===== src/rtl/nrzi_line_driver.sv =====
// NRZI line driver: encodes the stuffed USB bitstream onto dp/dm, appends the
// EOP sequence (SE0 then J) and releases the pad output enable afterwards.
module nrzi_line_driver #(
  parameter int unsigned EOP_SE0_BITS = 2,
  parameter int unsigned EOP_J_BITS   = 1
) (
  input  logic clk,
  input  logic rst_n,
  input  logic s_in,
  input  logic start_nrzi,
  input  logic done,
  output logic dp,
  output logic dm,
  output logic oe,
  output logic busy,
  output logic eop_done
);

  localparam int unsigned CNT_W = 4;

  typedef enum logic [1:0] {
    IDLE    = 2'd0,
    ACTIVE  = 2'd1,
    EOP_SE0 = 2'd2,
    EOP_J   = 2'd3
  } state_t;

  state_t             state_q, state_d;
  logic               level_q, level_d;
  logic [CNT_W-1:0]   cnt_q, cnt_d;
  logic               dp_q, dp_d;
  logic               dm_q, dm_d;
  logic               oe_q, oe_d;
  logic               eop_done_q, eop_done_d;

  // State, line level, EOP counter and registered pad outputs
  always_ff @(posedge clk or negedge rst_n) begin
    if (!rst_n) begin
      state_q    <= IDLE;
      level_q    <= 1'b1;
      cnt_q      <= '0;
      dp_q       <= 1'b1;
      dm_q       <= 1'b0;
      oe_q       <= 1'b0;
      eop_done_q <= 1'b0;
    end else begin
      state_q    <= state_d;
      level_q    <= level_d;
      cnt_q      <= cnt_d;
      dp_q       <= dp_d;
      dm_q       <= dm_d;
      oe_q       <= oe_d;
      eop_done_q <= eop_done_d;
    end
  end

  // Next-state, NRZI encoding and the line state to present next cycle
  always_comb begin
    state_d    = state_q;
    level_d    = level_q;
    cnt_d      = cnt_q;
    dp_d       = 1'b1;
    dm_d       = 1'b0;
    oe_d       = 1'b0;
    eop_done_d = 1'b0;

    unique case (state_q)
      IDLE: begin
        // start wins over a coincident done; done alone is ignored here
        if (start_nrzi) begin
          state_d = ACTIVE;
          level_d = 1'b1;
          oe_d    = 1'b1;
        end
      end

      ACTIVE: begin
        oe_d = 1'b1;
        if (done) begin
          // s_in carries no data on the done cycle
          state_d = EOP_SE0;
          cnt_d   = CNT_W'(EOP_SE0_BITS - 1);
          dp_d    = 1'b0;
          dm_d    = 1'b0;
        end else begin
          // A 0 toggles the line, a 1 holds it
          level_d = s_in ? level_q : ~level_q;
          dp_d    = level_d;
          dm_d    = ~level_d;
        end
      end

      EOP_SE0: begin
        oe_d = 1'b1;
        if (cnt_q == '0) begin
          state_d = EOP_J;
          cnt_d   = CNT_W'(EOP_J_BITS - 1);
        end else begin
          cnt_d = cnt_q - CNT_W'(1);
          dp_d  = 1'b0;
          dm_d  = 1'b0;
        end
      end

      EOP_J: begin
        if (cnt_q == '0) begin
          // Release the bus and flag completion in the first IDLE cycle
          state_d    = IDLE;
          eop_done_d = 1'b1;
        end else begin
          cnt_d = cnt_q - CNT_W'(1);
          oe_d  = 1'b1;
        end
      end

      default: state_d = IDLE;
    endcase
  end

  assign dp       = dp_q;
  assign dm       = dm_q;
  assign oe       = oe_q;
  assign eop_done = eop_done_q;
  assign busy     = (state_q != IDLE);

endmodule


===== config.mk =====
export PLATFORM = sky130hd
export DESIGN_NAME = nrzi_line_driver
export DESIGN_NICKNAME = d
export VERILOG_FILES = /design/src/rtl/nrzi_line_driver.sv
export SDC_FILE = /design/constraint.sdc
export NUM_CORES = 1
export LEC_CHECK = 0
export BUFFER_PORTS_ARGS = -buffer_cell sky130_fd_sc_hd__buf_2
export CAP_MARGIN = 20
export CORE_AREA = 2 2 39 41
export DETAILED_ROUTE_END_ITERATION = 16
export DIE_AREA = 0 0 41 43
export PLACE_DENSITY = 0.75
export SYNTH_ARGS = -nofsm -noshare
export SYNTH_HDL_FRONTEND = slang
export SYNTH_SLANG_ARGS = --single-unit

===== constraint.sdc =====
create_clock -name clk -period 4.4 [get_ports clk]
set_clock_uncertainty 0.1 [all_clocks]
set_input_delay 0.88 -clock clk [delete_from_list [all_inputs] [get_ports clk]]
set_output_delay 0.88 -clock clk [all_outputs]
set_load 0.005 [all_outputs]

==> results of run 1 <==
[registers in the layout, summed over array words and instances, names as in the netlist]
| signal | count |
|---|---|
| state_q | 2 |
| cnt_q | 4 |
| oe | 1 |
| eop_done | 1 |
| level_q | 1 |
| dm | 1 |
| dp | 1 |
[layout make-up]
type                    instances  area, µm²
multi-input cells              51        374
clock buffers                   4       26.3
fillers                       118        618
repair buffers                  9       45.0
inverters                       6       22.5
flip-flops and latches         11        278
well taps                      16       20.0
[power by group through the flow]
stage	clock, mW	sequential (mW)	combinational, mW
final	0.0704	0.176	0.334
after global routing	0.0781	0.184	0.380
after CTS	0.0710	0.176	0.335
after detailed placement	0	0.178	0.335
after global placement	0	0.175	0.324
after floorplan	0	0.175	0.259
[synth_stat cells, types with 2 or more instances]
cell type and count:
a21oi_1 5, o21ai_0 6, ha_1 7, inv_1 6, nor2b_1 2, dfrtp_1 9, nand2_1 5, dfstp_2 2
nor2_1 8, a22oi_1 2
[layer usage]
metal | track usage, % | up-vias
met2 | 27.2 | 10
met4 | 10.0 | 0
met3 | 4.71 | 5
li1 | - | 261
met5 | 0 | -
met1 | 24.0 | 240
[critical path, delay by kind of cell (launching register included)]
kind | cells | cell delay, ps
buf+inv | 3 | 290
fa+ha+maj | 1 | 190
flops | 1 | 430
[path summary, 6_finish.rpt]
kind	to	depth (start not counted)	from
worst max-delay path	busy	4	state_q[1]
worst min-delay path	cnt_q[1]	1	rst_n
worst max register to register	state_q[1]	6	state_q[1]
worst min register to register	cnt_q[3]	3	cnt_q[0]
max in group asynchronous	dp	1	rst_n
min in group clk	cnt_q[3]	3	cnt_q[0]
[kinds of logic after synthesis]
family          synth area share (%)
mux                             2.23
xor+xnor                        1.30
simple gates                    21.5
fa+ha+maj                       13.0
compound gates                  17.4
buf+inv                         3.34
flops                           41.2
[cells in the final DEF (no fill, tap or decap), drive strengths merged]
| master | n |
|---|---|
| a21oi | 5 |
| a22oi | 2 |
| a32oi | 1 |
| and2 | 1 |
| and4bb | 1 |
| buf | 9 |
| clkbuf | 4 |
| dfrtp | 9 |
| dfstp | 2 |
| ha | 7 |
| inv | 6 |
| mux2 | 1 |
| nand2 | 5 |
| nor2 | 9 |
| nor2b | 3 |
| nor3 | 1 |
| nor3b | 1 |
| nor4 | 1 |
| o21a | 1 |
| o21ai | 7 |
| o22ai | 1 |
| o32ai | 1 |
| or2 | 1 |
| or3 | 1 |
| xnor2 | 1 |
[per-stage QoR]
step / power (mW) / hold slack (ps) / utilization (%) / cell area [µm²]
floorplan: 0.434 / 409 / - / 674
global placement: 0.499 / 436 / 53.4 / 739
detailed placement: 0.512 / 441 / 53.4 / 739
CTS: 0.582 / 375 / 55.3 / 766
global route: 0.642 / 374 / 55.3 / 766
finish: 0.581 / 365 / 55.3 / 766
==> metrics.txt, run 1 <==
WL per Instance 12.9 µm; Vias 516; Seq/Total Area, Yosys 41.2%; leak pwr 0.363 nW; post-synthesis cell count 68; final hold vios 0; gr usage total roughly a fifth; largest net degree at the start of global routing 12; crit-path cells inv_1 -> ha_1 -> inv_1 -> buf_2; Yosys Warn Count 0; TNS Setup 0 ps; Main synth FF type dfrtp_1; Data arrival, critical path 1190 ps; Die H 43 µm; IO Port Bufs 9; Net Sw Frac 41.7%; R2R setup slack 2680 ps; DRT Pass-1 Iters 4; num rows 14; Core Region between 1000 and 1500 µm²; outcome finished, final reports clean; cells taking the most area after synthesis dfrtp_1 33%, ha_1 13%, dfstp_2 7.8%; Overflow after GRT 0; CP max-delay cell dfrtp_1; Met2 Wirelength ~590 µm; first-pass GRT wire length 2210 µm; non-filler cells, final between 90 and 100; Layout area overhead 13.5%; Die Width 41 µm; worst setup margin 2230 ps; post-CTS setup repair buffer count 0; Layout Nets 94; vias in the first global route 511; Slew Viols, Final 0; post-route ant nets 0; crit-path max FO 4; biggest area consumer among synthesized cells dfrtp_1; Pwr per Cell Area 759 nW/µm²; max_cap viols 0; Worst-path clk slew 70 ps; final worst path period need around 2200 ps; Post-synth ARST share 100%; I/O pin count 10; Reg power frac 30.4%; critical path type register to primary output; final setup fails 0; RSZ-0062 raised after global routing false; CP peak stage delay 430 ps; CTS tree yes; DR top layer met4; Placed Cells 93; unique cell type count in the Yosys netlist 26; Clock Path Buffers 2; #FFs+latches synth 11; Ant. Diodes 0; Hold Crit Class input port to async pin; H-tree depth 1; Clock power frac between 10 and 15%; pre-CTS setup slack 2510 ps; DRC violation count after routing 0; Netlist Area Pre-Place approximately 670 µm²; Slew HR 75.8%; full die area 1760 µm²; Initial Util approximately half; Crit. End Element primary output; peak supply drop 0.000298 V; gp weighted congestion 0.797; number of vias per cell 5.32; hold_buf cts 0; initial DRC count 7; Critical Path RT 3420 ps; DR WL met3 approximately 47 µm; share of cells above drive strength 1 roughly 28%; Mapped Nets 80; Clock Tree Root clkbuf_4; worst skew pair latency 270 ps; post-DP HPWL approximately 950 µm; slew of the pin with the lowest slew margin 362 ps; Max Fclk roughly 460 MHz; Synth top area share about a third; most used cell, CP inv_1; Comb power frac between 50% and 60%; Routed Wire Length 1250 µm; DRT met1 WL slightly below 600 µm; P_sw 0.242 mW; CTS buffer count 3; initial antenna violation count 0; TritonCTS Sinks 11; CP startpoint kind register; number of flops mapped to enable cells by yosys 0; Int Pwr between 0.3 and 0.4 mW; Mapped Avg Cell Area 9.92 µm²; post-CTS sizing 0; Tcrit/Tclk final about half
(Power assumes the default switching activity.)
==> run 2, diff against run 1 <==
- ABC_AREA: default -> 1
- CORE_AREA: 2 2 39 41 -> default
- CORE_MARGIN: default -> 1
- CORE_UTILIZATION: default -> 48
- DIE_AREA: 0 0 41 43 -> default
- PLACE_DENSITY: 0.75 -> 0.74
- clock period: 4.4 -> 1.9 ns (I/O delays scaled with it)
==> metrics.txt, run 2 <==
outcome finished, final reports clean; Data arrival, critical path 1180 ps (about the same); worst hold slack 182 ps (-183 ps); crit-path max FO 4 (unchanged); Placed Cells 105 (+13%); number of vias per cell 5.05 (-5.0%); cells taking the most area after synthesis dfrtp_1 32%, ha_1 13%, nand2_1 11%; Worst-path clk slew 80 ps (about the same); biggest regs cnt_q x4, state_q x2; IO Port Bufs 9 (unchanged); CP startpoint kind register; Layout area overhead 14.3%; max_cap viols 0 (unchanged); #FFs+latches synth 11 (unchanged); worst setup margin 243 ps (-1990 ps); Main synth FF type dfrtp_1; slew of the pin with the lowest slew margin 245 ps (-118 ps); WL per Instance 11.7 µm (-8.9%); gp weighted congestion 0.881 (+11%); WHS Path Cells 2; full die area 1610 µm² (-8.5%); Commonest cells post-synth 21 x nand2_1, 12 x inv_1, 9 x dfrtp_1; Die Width 40.2 µm (-2.0%); Slew HR 83.7% (+7.9 points); initial antenna violation count 0 (unchanged); post-DP HPWL 957 µm (+0.36%); Tcrit/Tclk final 87.2%; post-CTS sizing 0 (unchanged); largest net degree at the start of global routing 12 (unchanged); gr usage total 19.5% (+0.91 points); worst skew pair latency 270 ps (about the same); num rows 13 (-1); Top reg by flops cnt_q; Slew Viols, Final 0 (unchanged); pre-CTS setup slack 447 ps (-2070 ps); Vias 556 (+7.8%); Mapped Nets 93 (+16%); most frequent cells in the layout 21 x nand2_1, 12 x inv_1, 9 x dfrtp_1, 9 x buf_2, 8 x nor2_1; dpl cell area 763 µm² (+3.2%); commonest non-fill, non-tap cell in the layout nand2_1; Initial Util 52.4% (+3.7 points); DRC violation count after routing 0 (unchanged); Mapped Avg Cell Area 8.63 µm² (-13%); Clock Tree Root clkbuf_4; final worst path period need 1660 ps; CTS tree yes; Pwr per Cell Area 1630 nW/µm² (+110%); hold_sp done; total chip power 1.30 mW (+120%); post-route ant nets 0 (unchanged); filler instances 129 (+9.3%); Multi-input gate area 373 µm² (-0.33%); CTS buffer count 3 (unchanged); final hold vios 0 (unchanged); Die H 40.2 µm (-6.6%); Post-synth ARST share 100% (unchanged); Seq/Total Area, Yosys 39.7% (-1.5 points); most frequent cell after synthesis nand2_1; critical path type register to primary output; Layout Nets 108 (+15%); Worst Hold Path EP dm; initial DRC count 20 (+13); RSZ-0062 raised after global routing false; first-pass GRT wire length 2050 µm (-7.2%); fin area 800 µm² (+4.4%); H-tree depth 1 (unchanged); Synth top area share 32.2% (-1.2 points); share of cells above drive strength 1 23.2% (-5.2 points); Register Area 278 µm² (unchanged); TritonCTS Sinks 11 (unchanged); max reg flops 4 (unchanged); DRT Pass-1 Iters 4 (unchanged); hold_buf cts 1 (+1); Crit. End Element primary output; Worst R2R Path Depth 6 (unchanged); peak supply drop 0.000876 V (+190%); Ant. Diodes 0 (unchanged); Max Fclk 603 MHz; post-layout util 59.9% (+4.6 points); unique cell type count in the Yosys netlist 22 (-15%); Routed Wire Length 1290 µm (+3.4%); final setup fails 0 (unchanged); Yosys Warn Count 0 (unchanged); Overflow after GRT 0 (unchanged); Core Region 1330 µm² (-3.6%); Hold Crit Class input port to register; Critical Path RT 1420 ps (-2000 ps); Clock Path Buffers 2 (unchanged); biggest area consumer among synthesized cells dfrtp_1; reg-to-reg critical path endpoint cnt_q[0]; R2R Path Start state_q[0]; TNS Setup 0 ps (unchanged); Netlist Area Pre-Place 699 µm² (+3.7%); number of flops mapped to enable cells by yosys 0 (unchanged); leak pwr 0.448 nW (+24%); vias in the first global route 496 (-2.9%); non-filler cells, final 110 (+13%); post-CTS setup repair buffer count 0 (unchanged); R2R setup slack 390 ps (-2290 ps); I/O pin count 10 (unchanged); post-synthesis cell count 81 (+19%)
==> run 2: worst max-delay path by stage <==
stage / startpoint / to / slack [ps]
floorplan: state_q[1] / cnt_q[0] / 560
global placement: state_q[1] / cnt_q[1] / 480
detailed placement: state_q[1] / cnt_q[0] / 450
CTS: state_q[0] / busy / 250
global route: state_q[1] / busy / 190
finish: state_q[0] / busy / 240
==> run 2: where the power goes <==
part           leakage (nW)  total (mW)  internal, mW  switching (mW)
registers             0.135       0.377         0.329          0.0475
logic                 0.298       0.755         0.304           0.451
clock network        0.0150       0.167        0.0813          0.0862
==> run 2: cells by family (layout without fill, tap and decap cells) <==
kind of cell	Yosys count	after routing	synth area share, %
simple gates	39	39	28.4
buf+inv	13	27	6.98
flops	11	11	39.7
compound gates	9	9	9.84
fa+ha+maj	7	7	12.5
xor+xnor	2	2	2.50
==> run 2: final cells by class <==
cell class              count  share of cell area (%)
multi-input cells          57                    46.6
repair buffers             10                    6.89
inverters                  13                    6.10
well taps                  15                    2.35
flip-flops and latches     11                    34.7
clock buffers               4                    3.29
==> run 2: critical path, cell delays in order (launching register included) <==
cell     delay, ps
dfrtp_1        410
inv_1          120
ha_1           190
inv_1           60
buf_2          120
==> run 2: metal layers <==
layer  wire, µm  part of all wire, %  vias to the layer above  track usage, %
li1           -                    -                      279               -
met1        602                   47                      250            25.9
met2        591                   46                       23            28.2
met3         72                  5.6                        4            5.00
met4         24                  1.9                        0            11.7
met5          0                    0                        -               0
